==> src/rtl/ext_trigger_sequencer.sv <==
// ext_trigger_sequencer
//
// Generates a programmed burst of external-trigger pulses aligned to clk, for
// driving the LArPix external_trigger pin from a bench or the MCP. A burst is an
// optional initial delay followed by num_trig pulses. Each pulse is width cycles
// high, and consecutive rising edges are period cycles apart. All outputs are
// registered.
//
// Parameters
//   CNT_BITS  width of the delay / width / period fields (clock cycles)
//   NUM_BITS  width of the pulse-count field and of trig_count
//
// Ports
//   clk               system clock, rising edge
//   reset             synchronous active-high reset
//   start             begin a burst (sampled only when idle)
//   abort             terminate a running burst on the next edge
//   init_delay        cycles from start acceptance to the first rise (0 allowed)
//   width             high time per pulse, >= 1
//   period            rise-to-rise spacing, > width
//   num_trig          pulses per burst, >= 1
//   external_trigger  registered trigger output
//   trig_strobe       one-cycle pulse with each rising edge of external_trigger
//   trig_count        pulses issued in the current or last burst
//   busy              high while a burst is running
//   done              one-cycle pulse on normal completion
//   aborted           one-cycle pulse when an abort takes effect
//   config_err        one-cycle pulse when a start is rejected

module ext_trigger_sequencer #(
  parameter int unsigned CNT_BITS = 16,
  parameter int unsigned NUM_BITS = 8
) (
  input  logic                clk,
  input  logic                reset,
  input  logic                start,
  input  logic                abort,
  input  logic [CNT_BITS-1:0] init_delay,
  input  logic [CNT_BITS-1:0] width,
  input  logic [CNT_BITS-1:0] period,
  input  logic [NUM_BITS-1:0] num_trig,
  output logic                external_trigger,
  output logic                trig_strobe,
  output logic [NUM_BITS-1:0] trig_count,
  output logic                busy,
  output logic                done,
  output logic                aborted,
  output logic                config_err
);

  localparam logic [CNT_BITS-1:0] CntZero = '0;
  localparam logic [CNT_BITS-1:0] CntOne  = {{(CNT_BITS-1){1'b0}}, 1'b1};
  localparam logic [NUM_BITS-1:0] NumZero = '0;
  localparam logic [NUM_BITS-1:0] NumOne  = {{(NUM_BITS-1){1'b0}}, 1'b1};
  localparam logic [NUM_BITS-1:0] NumMax  = '1;

  typedef enum logic [1:0] {
    StIdle,
    StDelay,
    StHigh,
    StLow
  } state_e;

  state_e state_q, state_d;

  // Shared down-counter: holds the remaining cycles minus one of the current
  // phase, so a phase ends on the edge where it is sampled at zero.
  logic [CNT_BITS-1:0] cnt_q, cnt_d;

  // Shadow copies of the configuration, captured at acceptance so that input
  // changes during a burst have no effect. The LOW length is precomputed here.
  logic [CNT_BITS-1:0] high_m1_q, high_m1_d;
  logic [CNT_BITS-1:0] low_m1_q, low_m1_d;
  logic [NUM_BITS-1:0] num_q, num_d;

  // Registered outputs.
  logic                trig_q, trig_d;
  logic                strobe_q, strobe_d;
  logic [NUM_BITS-1:0] count_q, count_d;
  logic                busy_q, busy_d;
  logic                done_q, done_d;
  logic                aborted_q, aborted_d;
  logic                err_q, err_d;

  logic                cfg_bad;
  logic [NUM_BITS-1:0] count_inc;

  assign cfg_bad = (width == CntZero) || (period <= width) || (num_trig == NumZero);

  // Saturating increment. The saturation is unreachable with a legal config,
  // since num_trig bounds the count, but it keeps the counter from wrapping.
  assign count_inc = (count_q == NumMax) ? count_q : count_q + NumOne;

  always_comb begin
    state_d   = state_q;
    cnt_d     = cnt_q;
    high_m1_d = high_m1_q;
    low_m1_d  = low_m1_q;
    num_d     = num_q;
    trig_d    = trig_q;
    strobe_d  = 1'b0;
    count_d   = count_q;
    done_d    = 1'b0;
    aborted_d = 1'b0;
    err_d     = 1'b0;

    unique case (state_q)
      StIdle: begin
        trig_d = 1'b0;
        // abort in idle has no effect of its own, but it suppresses a start
        if (start && !abort) begin
          if (cfg_bad) begin
            err_d = 1'b1;
          end else begin
            high_m1_d = width - CntOne;
            low_m1_d  = period - width - CntOne;
            num_d     = num_trig;
            if (init_delay == CntZero) begin
              // Zero delay: the first pulse rises on the very next edge.
              state_d  = StHigh;
              cnt_d    = width - CntOne;
              trig_d   = 1'b1;
              strobe_d = 1'b1;
              count_d  = NumOne;
            end else begin
              state_d = StDelay;
              cnt_d   = init_delay - CntOne;
              count_d = NumZero;
            end
          end
        end
      end

      StDelay: begin
        if (cnt_q == CntZero) begin
          state_d  = StHigh;
          cnt_d    = high_m1_q;
          trig_d   = 1'b1;
          strobe_d = 1'b1;
          count_d  = count_inc;
        end else begin
          cnt_d = cnt_q - CntOne;
        end
      end

      StHigh: begin
        if (cnt_q == CntZero) begin
          trig_d = 1'b0;
          if (count_q == num_q) begin
            // done coincides with the falling edge of the last pulse
            state_d = StIdle;
            done_d  = 1'b1;
          end else begin
            state_d = StLow;
            cnt_d   = low_m1_q;
          end
        end else begin
          cnt_d = cnt_q - CntOne;
        end
      end

      StLow: begin
        if (cnt_q == CntZero) begin
          state_d  = StHigh;
          cnt_d    = high_m1_q;
          trig_d   = 1'b1;
          strobe_d = 1'b1;
          count_d  = count_inc;
        end else begin
          cnt_d = cnt_q - CntOne;
        end
      end

      default: begin
        state_d = StIdle;
        trig_d  = 1'b0;
      end
    endcase

    // Abort overrides everything a running burst would otherwise do on this
    // edge, including a completion; the pulse count is frozen where it is.
    if (abort && (state_q != StIdle)) begin
      state_d   = StIdle;
      trig_d    = 1'b0;
      strobe_d  = 1'b0;
      done_d    = 1'b0;
      aborted_d = 1'b1;
      count_d   = count_q;
    end

    busy_d = (state_d != StIdle);
  end

  always_ff @(posedge clk) begin
    if (reset) begin
      state_q   <= StIdle;
      cnt_q     <= CntZero;
      high_m1_q <= CntZero;
      low_m1_q  <= CntZero;
      num_q     <= NumZero;
      trig_q    <= 1'b0;
      strobe_q  <= 1'b0;
      count_q   <= NumZero;
      busy_q    <= 1'b0;
      done_q    <= 1'b0;
      aborted_q <= 1'b0;
      err_q     <= 1'b0;
    end else begin
      state_q   <= state_d;
      cnt_q     <= cnt_d;
      high_m1_q <= high_m1_d;
      low_m1_q  <= low_m1_d;
      num_q     <= num_d;
      trig_q    <= trig_d;
      strobe_q  <= strobe_d;
      count_q   <= count_d;
      busy_q    <= busy_d;
      done_q    <= done_d;
      aborted_q <= aborted_d;
      err_q     <= err_d;
    end
  end

  assign external_trigger = trig_q;
  assign trig_strobe      = strobe_q;
  assign trig_count       = count_q;
  assign busy             = busy_q;
  assign done             = done_q;
  assign aborted          = aborted_q;
  assign config_err       = err_q;

endmodule

==> config.mk <==
export PLATFORM = sky130hd
export DESIGN_NAME = ext_trigger_sequencer
export DESIGN_NICKNAME = d
export VERILOG_FILES = /design/src/rtl/ext_trigger_sequencer.sv
export SDC_FILE = /design/constraint.sdc
export NUM_CORES = 1
export LEC_CHECK = 0
export CORE_ASPECT_RATIO = 0.7
export CORE_UTILIZATION = 35
export CTS_CLUSTER_SIZE = 16
export DETAILED_ROUTE_END_ITERATION = 8
export HOLD_SLACK_MARGIN = 0.08
export PLACE_DENSITY = 0.65
export RECOVER_POWER = 50
export SLEW_MARGIN = 20
export SYNTH_ARGS = -nofsm -noshare
export SYNTH_HDL_FRONTEND = slang
export SYNTH_SLANG_ARGS = --single-unit
==> constraint.sdc <==
create_clock -name clk -period 3.6 [get_ports clk]
set_clock_uncertainty 0.15 [all_clocks]
set_input_delay 0.54 -clock clk [delete_from_list [all_inputs] [get_ports clk]]
set_output_delay 0.54 -clock clk [all_outputs]
set_load 0.02 [all_outputs]
== After elaboration in Yosys (flattened, before gate mapping) ==
Cells that the tools add are included.

* Bits in latches: 0
* Memories: 0
* ROM bits: 0
* Register bits after elaboration: 72
* Bits in writable memories: 0

* Muxes and demuxes: 32
* Reduce and logical (&&, ||, !) cells: 21
* Bitwise logic cells: 6
* Divide/modulo/power cells: 0
* Order comparisons: 1
* Equality and inequality tests: 11
* Add/sub/neg operators: 6
* Multipliers: 0
* Shift operators: 0

{| class="wikitable"
|+ Operators with widths
! cell !! number
|-
| $mux W16 || 6
|-
| $sub A16 B1 Y16 const B || 4
|-
| $logic_not A16 Y1 || 3
|-
| $pmux W16 S3 || 1
|-
| $mux W8 || 4
|-
| $le A16 B16 Y1 || 1
|-
| $pmux W8 S2 || 1
|-
| $sub A16 B16 Y16 || 1
|-
| $mux W2 || 7
|-
| $mux W1 || 10
|-
| $add A8 B1 Y8 const B || 1
|-
| $eq A8 B8 Y1 || 1
|-
| $eq A8 B8 Y1 const B || 1
|-
| $logic_not A8 Y1 || 1
|-
| $ne A2 B2 Y1 const B || 4
|-
| $not A1 Y1 || 6
|-
| $pmux W2 S3 || 1
|-
| $reduce_and A3 Y1 || 2
|-
| $reduce_and A6 Y1 || 1
|-
| $reduce_bool A2 Y1 || 3
|-
| $eq A2 B2 Y1 const B || 2
|-
| $reduce_or A2 Y1 || 2
|-
| $reduce_or A4 Y1 || 1
|-
| $ne A3 B3 Y1 const B || 1
|-
| other kinds (10) || 12
|}

== Logic depth before layout (Yosys ltp) ==
* Word-level depth: 8
* Depth in mapped cells: 12
* Depth with buffers taken out: 10

== Worst setup path before layout ==
OpenSTA, ideal clock, no wires.

* Path kind: input to register
* From: in width[11]
* To: reg cnt_q[2]
* Data arrival time: 2.617 ns
* Library setup time: 0.116 ns
* Setup slack: 0.716 ns
* Cell stages on the path: 10
* Path through: inv_1 ha_1 buf_2 nand4_1 or4_1 and2_1 o311a_1 a21o_1 clkbuf_1 o211a_1

* Cells in the longest elaborated chain, start to end: 5
* Elaborated cells on any way between the ends: 6
* Those cells by class: 1 x order compare; 1 x eq/ne; 4 x reduce/logical

{| class="wikitable"
|+ RTL lines
! item !! RTL line !! RTL
|-
| start, declared || 39 || <nowiki>input logic [CNT_BITS-1:0] width,</nowiki>
|-
| $le A16 B16 Y1 or $logic_not A16 Y1 (tied branches) || 88 || <nowiki>assign cfg_bad = (width == CntZero) || (period <= width) || (num_trig == NumZero);</nowiki>
|-
| $logic_or A1 B1 Y1 (*) (2 in a row) || 88 ||
|-
| $ne A2 B2 Y1 (no source line) (*) || -- ||
|-
| $reduce_and A3 Y1 (no source line) (*) || -- ||
|-
| end signal, assigned || 197 || <nowiki>cnt_q <= CntZero;</nowiki>
|-
| end signal, assigned || 210 || <nowiki>cnt_q <= cnt_d;</nowiki>
|-
| end, declared || 68 || <nowiki>logic [CNT_BITS-1:0] cnt_q, cnt_d;</nowiki>
|}

Every way passes the cells marked *; elsewhere a longest branch is shown, timed or not.
A chain may end at the register's enable or synchronous reset.

== Worst setup path after layout ==
* From: in width[7]
* To: reg count_q[0] (netlist: trig_count[0])

* Cells in the longest elaborated chain, start to end: 5
* Elaborated cells on any way between the ends: 6
* Those cells by class: 1 x order compare; 1 x eq/ne; 4 x reduce/logical

{| class="wikitable"
|+ RTL lines
! item !! RTL line !! RTL
|-
| $le A16 B16 Y1 or $logic_not A16 Y1 (tied branches) || 88 ||
|-
| $logic_or A1 B1 Y1 (*) (2 in a row) || 88 ||
|-
| $ne A2 B2 Y1 (no source line) (*) || -- ||
|-
| $reduce_and A6 Y1 (no source line) (*) || -- ||
|-
| end signal, assigned || 203 || <nowiki>count_q <= NumZero;</nowiki>
|-
| end signal, assigned || 216 || <nowiki>count_q <= count_d;</nowiki>
|-
| end, declared || 79 || <nowiki>logic [NUM_BITS-1:0] count_q, count_d;</nowiki>
|}

Marks and branches as above.

==> impl_metrics.prom <==
# TYPE chip_impl_metric gauge
chip_impl_info{name="run_status",value="finished clean"} 1
chip_impl_metric{name="critical_path.max_stage_delay",unit="ps"} 490
chip_impl_metric{name="synth-compound-area-share",unit="%"} 24.6
chip_impl_metric{name="switching_power",unit="W"} 0.000792
chip_impl_metric{name="critical_path.max_fanout",unit=""} 13
chip_impl_metric{name="power.ir.vdd_worst",unit="mV"} 0.192
chip_impl_metric{name="share_of_cell_area_taken_by_muxes_after_synthesis",unit="%"} 0.198
chip_impl_metric{name="layout_worst_path_cycle_share",unit="%"} 93.8
chip_impl_metric{name="global_route.overflow_total",unit=""} 0
chip_impl_info{name="grt_setup_unrepaired",value="false"} 1
chip_impl_metric{name="drv_cap",unit=""} 0
chip_impl_metric{name="synth_edf_count",unit=""} 0
chip_impl_metric{name="drc",unit=""} 0
chip_impl_metric{name="totalPowerFinal",unit="W"} 0.00258
chip_impl_metric{name="global_route_wire_length_before_repair",unit="um"} 26700
chip_impl_metric{name="clkPwrFrac",unit="%"} 37.7
chip_impl_metric{name="synth-seq-cells",unit=""} 72
chip_impl_info{name="worst_hold_path_type",value="reg -> reg"} 1
chip_impl_metric{name="cts.clk_slew.worst_paths",unit="ps"} 60
chip_impl_metric{name="drt-total-wl",unit="um"} 16600
chip_impl_metric{name="slew_violations",unit=""} 0
chip_impl_metric{name="design.core.area",unit="mm2"} 0.0140
chip_impl_metric{name="tightest_slew",unit="ps"} 997
chip_impl_info{name="cts_root_buffer",value="sky130_fd_sc_hd__clkbuf_16"} 1
chip_impl_info{name="crit_slowest_cell",value="sky130_fd_sc_hd__clkdlybuf4s50_1"} 1
chip_impl_metric{name="synth_xor_area_share",unit="%"} 9.71
chip_impl_metric{name="dr.pass1.iters",unit=""} 7
chip_impl_metric{name="netlist_area_pre_place",unit="mm2"} 0.00505
chip_impl_metric{name="fin_nets",unit=""} 856
chip_impl_metric{name="tritoncts_num_sinks",unit=""} 72
chip_impl_metric{name="critical_path_arrival",unit="ps"} 3460
chip_impl_metric{name="gate_count_of_the_mapped_netlist",unit=""} 671
chip_impl_metric{name="antenna_fix_cells",unit=""} 0
chip_impl_metric{name="syn-mean-instance-area",unit="um2"} 7.53
chip_impl_info{name="worstSetupPathType",value="in -> reg"} 1
chip_impl_metric{name="via_per_inst",unit=""} 5.60
chip_impl_info{name="cts_tree",value="built"} 1
chip_impl_metric{name="synth-simple-area-share",unit="%"} 25.4
chip_impl_metric{name="io_buffers",unit=""} 73
chip_impl_metric{name="grt_start_max_net_pins",unit=""} 41
chip_impl_info{name="kind_of_capture_point_of_the_worst_setup_path",value="register"} 1
chip_impl_metric{name="die_x",unit="um"} 146
chip_impl_metric{name="cell_internal_pwr",unit="W"} 0.00179
chip_impl_metric{name="holdWs",unit="ps"} 306
chip_impl_metric{name="synth_nets",unit=""} 755
chip_impl_metric{name="synth-warning-count",unit=""} 0
chip_impl_metric{name="share_seq_of_total_power",unit="%"} 34.5
chip_impl_metric{name="vias",unit=""} 5409
chip_impl_metric{name="p_leak",unit="nW"} 2.54
chip_impl_metric{name="post-dp-hpwl",unit="um"} 13000
chip_impl_metric{name="floorplan.io_pins",unit=""} 74
chip_impl_info{name="path_common_cell",value="sky130_fd_sc_hd__a21oi_1"} 1
chip_impl_metric{name="max_slew_margin",unit="%"} 33.3
chip_impl_metric{name="fraction_of_post_synthesis_cell_area_in_the_top_cell_type_by_area",unit="%"} 28.5
chip_impl_metric{name="achievable-frequency",unit="MHz"} 296
chip_impl_metric{name="postSynth.asyncResetShare",unit="%"} 0
chip_impl_metric{name="max-clock-path-buffers",unit=""} 2
chip_impl_metric{name="number_of_global_route_vias_before_repair",unit=""} 5159
chip_impl_metric{name="layout_min_cycle_time",unit="ps"} 3380
chip_impl_metric{name="crit_required",unit="ps"} 3680
chip_impl_info{name="synth.largest_area_cell",value="sky130_fd_sc_hd__dfxtp_1"} 1
chip_impl_metric{name="dieArea",unit="mm2"} 0.0149
chip_impl_metric{name="clk-insertion-delay-late",unit="ps"} 340
chip_impl_metric{name="pwr_density_cell",unit="mW/mm2"} 392
chip_impl_info{name="postSynth.topFlopCell",value="sky130_fd_sc_hd__dfxtp_1"} 1
chip_impl_metric{name="drive_above_1_share",unit="%"} 10.3
chip_impl_metric{name="total_global_routing_track_utilization",unit="%"} 22.9
chip_impl_metric{name="adder_cell_area_share_of_the_yosys_netlist",unit="%"} 6.09
chip_impl_metric{name="final_count_of_negative_setup_slack_endpoints",unit=""} 0
chip_impl_metric{name="areaGrowthSynthToFinish",unit="%"} 30.5
chip_impl_metric{name="rows",unit=""} 36
chip_impl_metric{name="h-tree-depth",unit=""} 3
chip_impl_info{name="yosys.cell_count.top_type",value="sky130_fd_sc_hd__nand2_1"} 1
chip_impl_info{name="critical_path.cell_chain",value="clkdlybuf4s50_1, inv_1, ha_1, a21oi_1, o21ai_0, a21o_1, a2111o_1, buf_4, a21oi_2, a21oi_1, o221a_2"} 1
chip_impl_metric{name="yosysUniqueCellTypes",unit=""} 65
chip_impl_metric{name="share_of_synthesized_area_occupied_by_flip_flops_and_latches",unit="%"} 28.5
chip_impl_metric{name="die_height",unit="um"} 103
chip_impl_metric{name="drt.antenna.violating_nets",unit=""} 0
chip_impl_metric{name="starting_utilization_of_the_core_area",unit="%"} 36.1
chip_impl_metric{name="wire_per_inst",unit="um"} 17.2
chip_impl_metric{name="final.fill_count",unit=""} 1357
chip_impl_metric{name="cts_hold_buffers",unit=""} 0
chip_impl_info{name="synth.area.top_cells",value="sky130_fd_sc_hd__dfxtp_1 (29%), sky130_fd_sc_hd__nand2_1 (6.8%), sky130_fd_sc_hd__ha_1 (5.7%)"} 1
chip_impl_metric{name="p_comb_share",unit="%"} 27.8
chip_impl_info{name="cp-start-kind",value="input port"} 1
chip_impl_metric{name="timing.final.hold_violations",unit=""} 0
chip_impl_metric{name="grt_antenna_before_repair",unit=""} 0
chip_impl_metric{name="gpl.final_weighted_congestion",unit=""} 0.931
chip_impl_info{name="synthTopCellsByCount",value="sky130_fd_sc_hd__nand2_1 (91), sky130_fd_sc_hd__dfxtp_1 (72), sky130_fd_sc_hd__nor2_1 (59)"} 1
chip_impl_metric{name="first_iter_violations",unit=""} 467
chip_impl_metric{name="sw_frac_of_total",unit="%"} 30.7
chip_impl_metric{name="tritoncts.num_buffers",unit=""} 9
chip_impl_info{name="synth_top_family_by_area",value="simple AND/OR/NAND/NOR gates"} 1
-- critical path, delay by kind of cell --
kind / cells / cell delay [ps]
adder cells (fa/ha/maj): 1 / 390
AO/OA/AOI/OAI: 7 / 1770
buffers and inverters: 3 / 760
-- timing repair --
item,4_1_cts,5_1_grt
buffers inserted,0,0
setup endpoints to repair,0,1
resized for setup,0,1
hold endpoints to repair,0,0
-- path summary, 6_finish.rpt --
| kind | start | endpoint | slack [ps] | depth (start not counted) |
|---|---|---|---|---|
| setup / recovery | width[7] | trig_count[0] | 220 | 11 |
| hold / removal | low_m1_q[14] | low_m1_q[14] | 310 | 2 |
| setup reg to reg | cnt_q[0] | cnt_q[0] | 800 | 9 |
| hold reg to reg | low_m1_q[14] | low_m1_q[14] | 310 | 2 |
-- power by group through the flow --
stage               registers [W]  clock network (W)  logic, W
floorplan                0.000894                  0  0.000442
global placement         0.000905                  0  0.000696
detailed placement       0.000907                  0  0.000708
CTS                      0.000890           0.000972  0.000713
global route             0.000895            0.00101  0.000788
finish                   0.000891           0.000972  0.000717
-- metal layers --
layer  track usage [%]  wire [um]  vias to the layer above
li1                  -          -                     2633
met1              32.8       8080                     2543
met2              35.9       7100                      210
met3              3.76       1160                       23
met4              5.75        234                        0
met5                 0          0                        -
-- area by class of cell --
class	instances	area [um2]	share of cell area (%)
clock buffers	10	239	3.63
clock inverters	5	81.3	1.23
inverters	28	105	1.59
multi-input cells	533	3340	50.7
flip-flops and latches	72	1440	21.9
well taps	190	238	3.61
repair buffers	128	1140	17.4
-- per-stage QoR --
step                      instances  cell area [um2]  TNS (ps)  setup WS [ps]  util, %
after global routing            966             6590         0           18.1     47.1
after global placement          951             6290         0           37.0     44.9
after floorplan                 671             5050         0            716        -
final                           966             6590         0            223     47.1
after CTS                       966             6610         0            220     47.2
after detailed placement        951             6290      -218           -129     44.9
-- cells in the final DEF (no fill, tap or decap), types with 22 or more instances in the layout --
master,count
sky130_fd_sc_hd__a211oi_1,24
sky130_fd_sc_hd__a21oi_1,56
sky130_fd_sc_hd__buf_4,48
sky130_fd_sc_hd__clkdlybuf4s50_1,58
sky130_fd_sc_hd__dfxtp_1,72
sky130_fd_sc_hd__ha_1,23
sky130_fd_sc_hd__inv_1,28
sky130_fd_sc_hd__nand2_1,91
sky130_fd_sc_hd__nand3_1,22
sky130_fd_sc_hd__nor2_1,59
sky130_fd_sc_hd__o21ai_0,38
sky130_fd_sc_hd__xnor2_1,32
sky130_fd_sc_hd__xor2_1,24
-- sequential cells by signal (all words and copies together) (netlist names) --
register          count
state_q               2
trig_count            8
high_m1_q            16
num_q                 8
config_err            1
cnt_q                16
external_trigger      1
done                  1
busy                  1
trig_strobe           1
aborted               1
low_m1_q             16
-- cell families (layout without fill, tap and decap cells) --
kind of cell	Yosys count	in the layout
AOI/OAI and AO/OA	193	193
xor gates and xnor gates	56	56
adders and majority gates	24	24
buffers and inverters	66	171
DFF	72	72
muxes	1	1
and+or+nand+nor	259	259
Power figures use the tool's default switching activity.
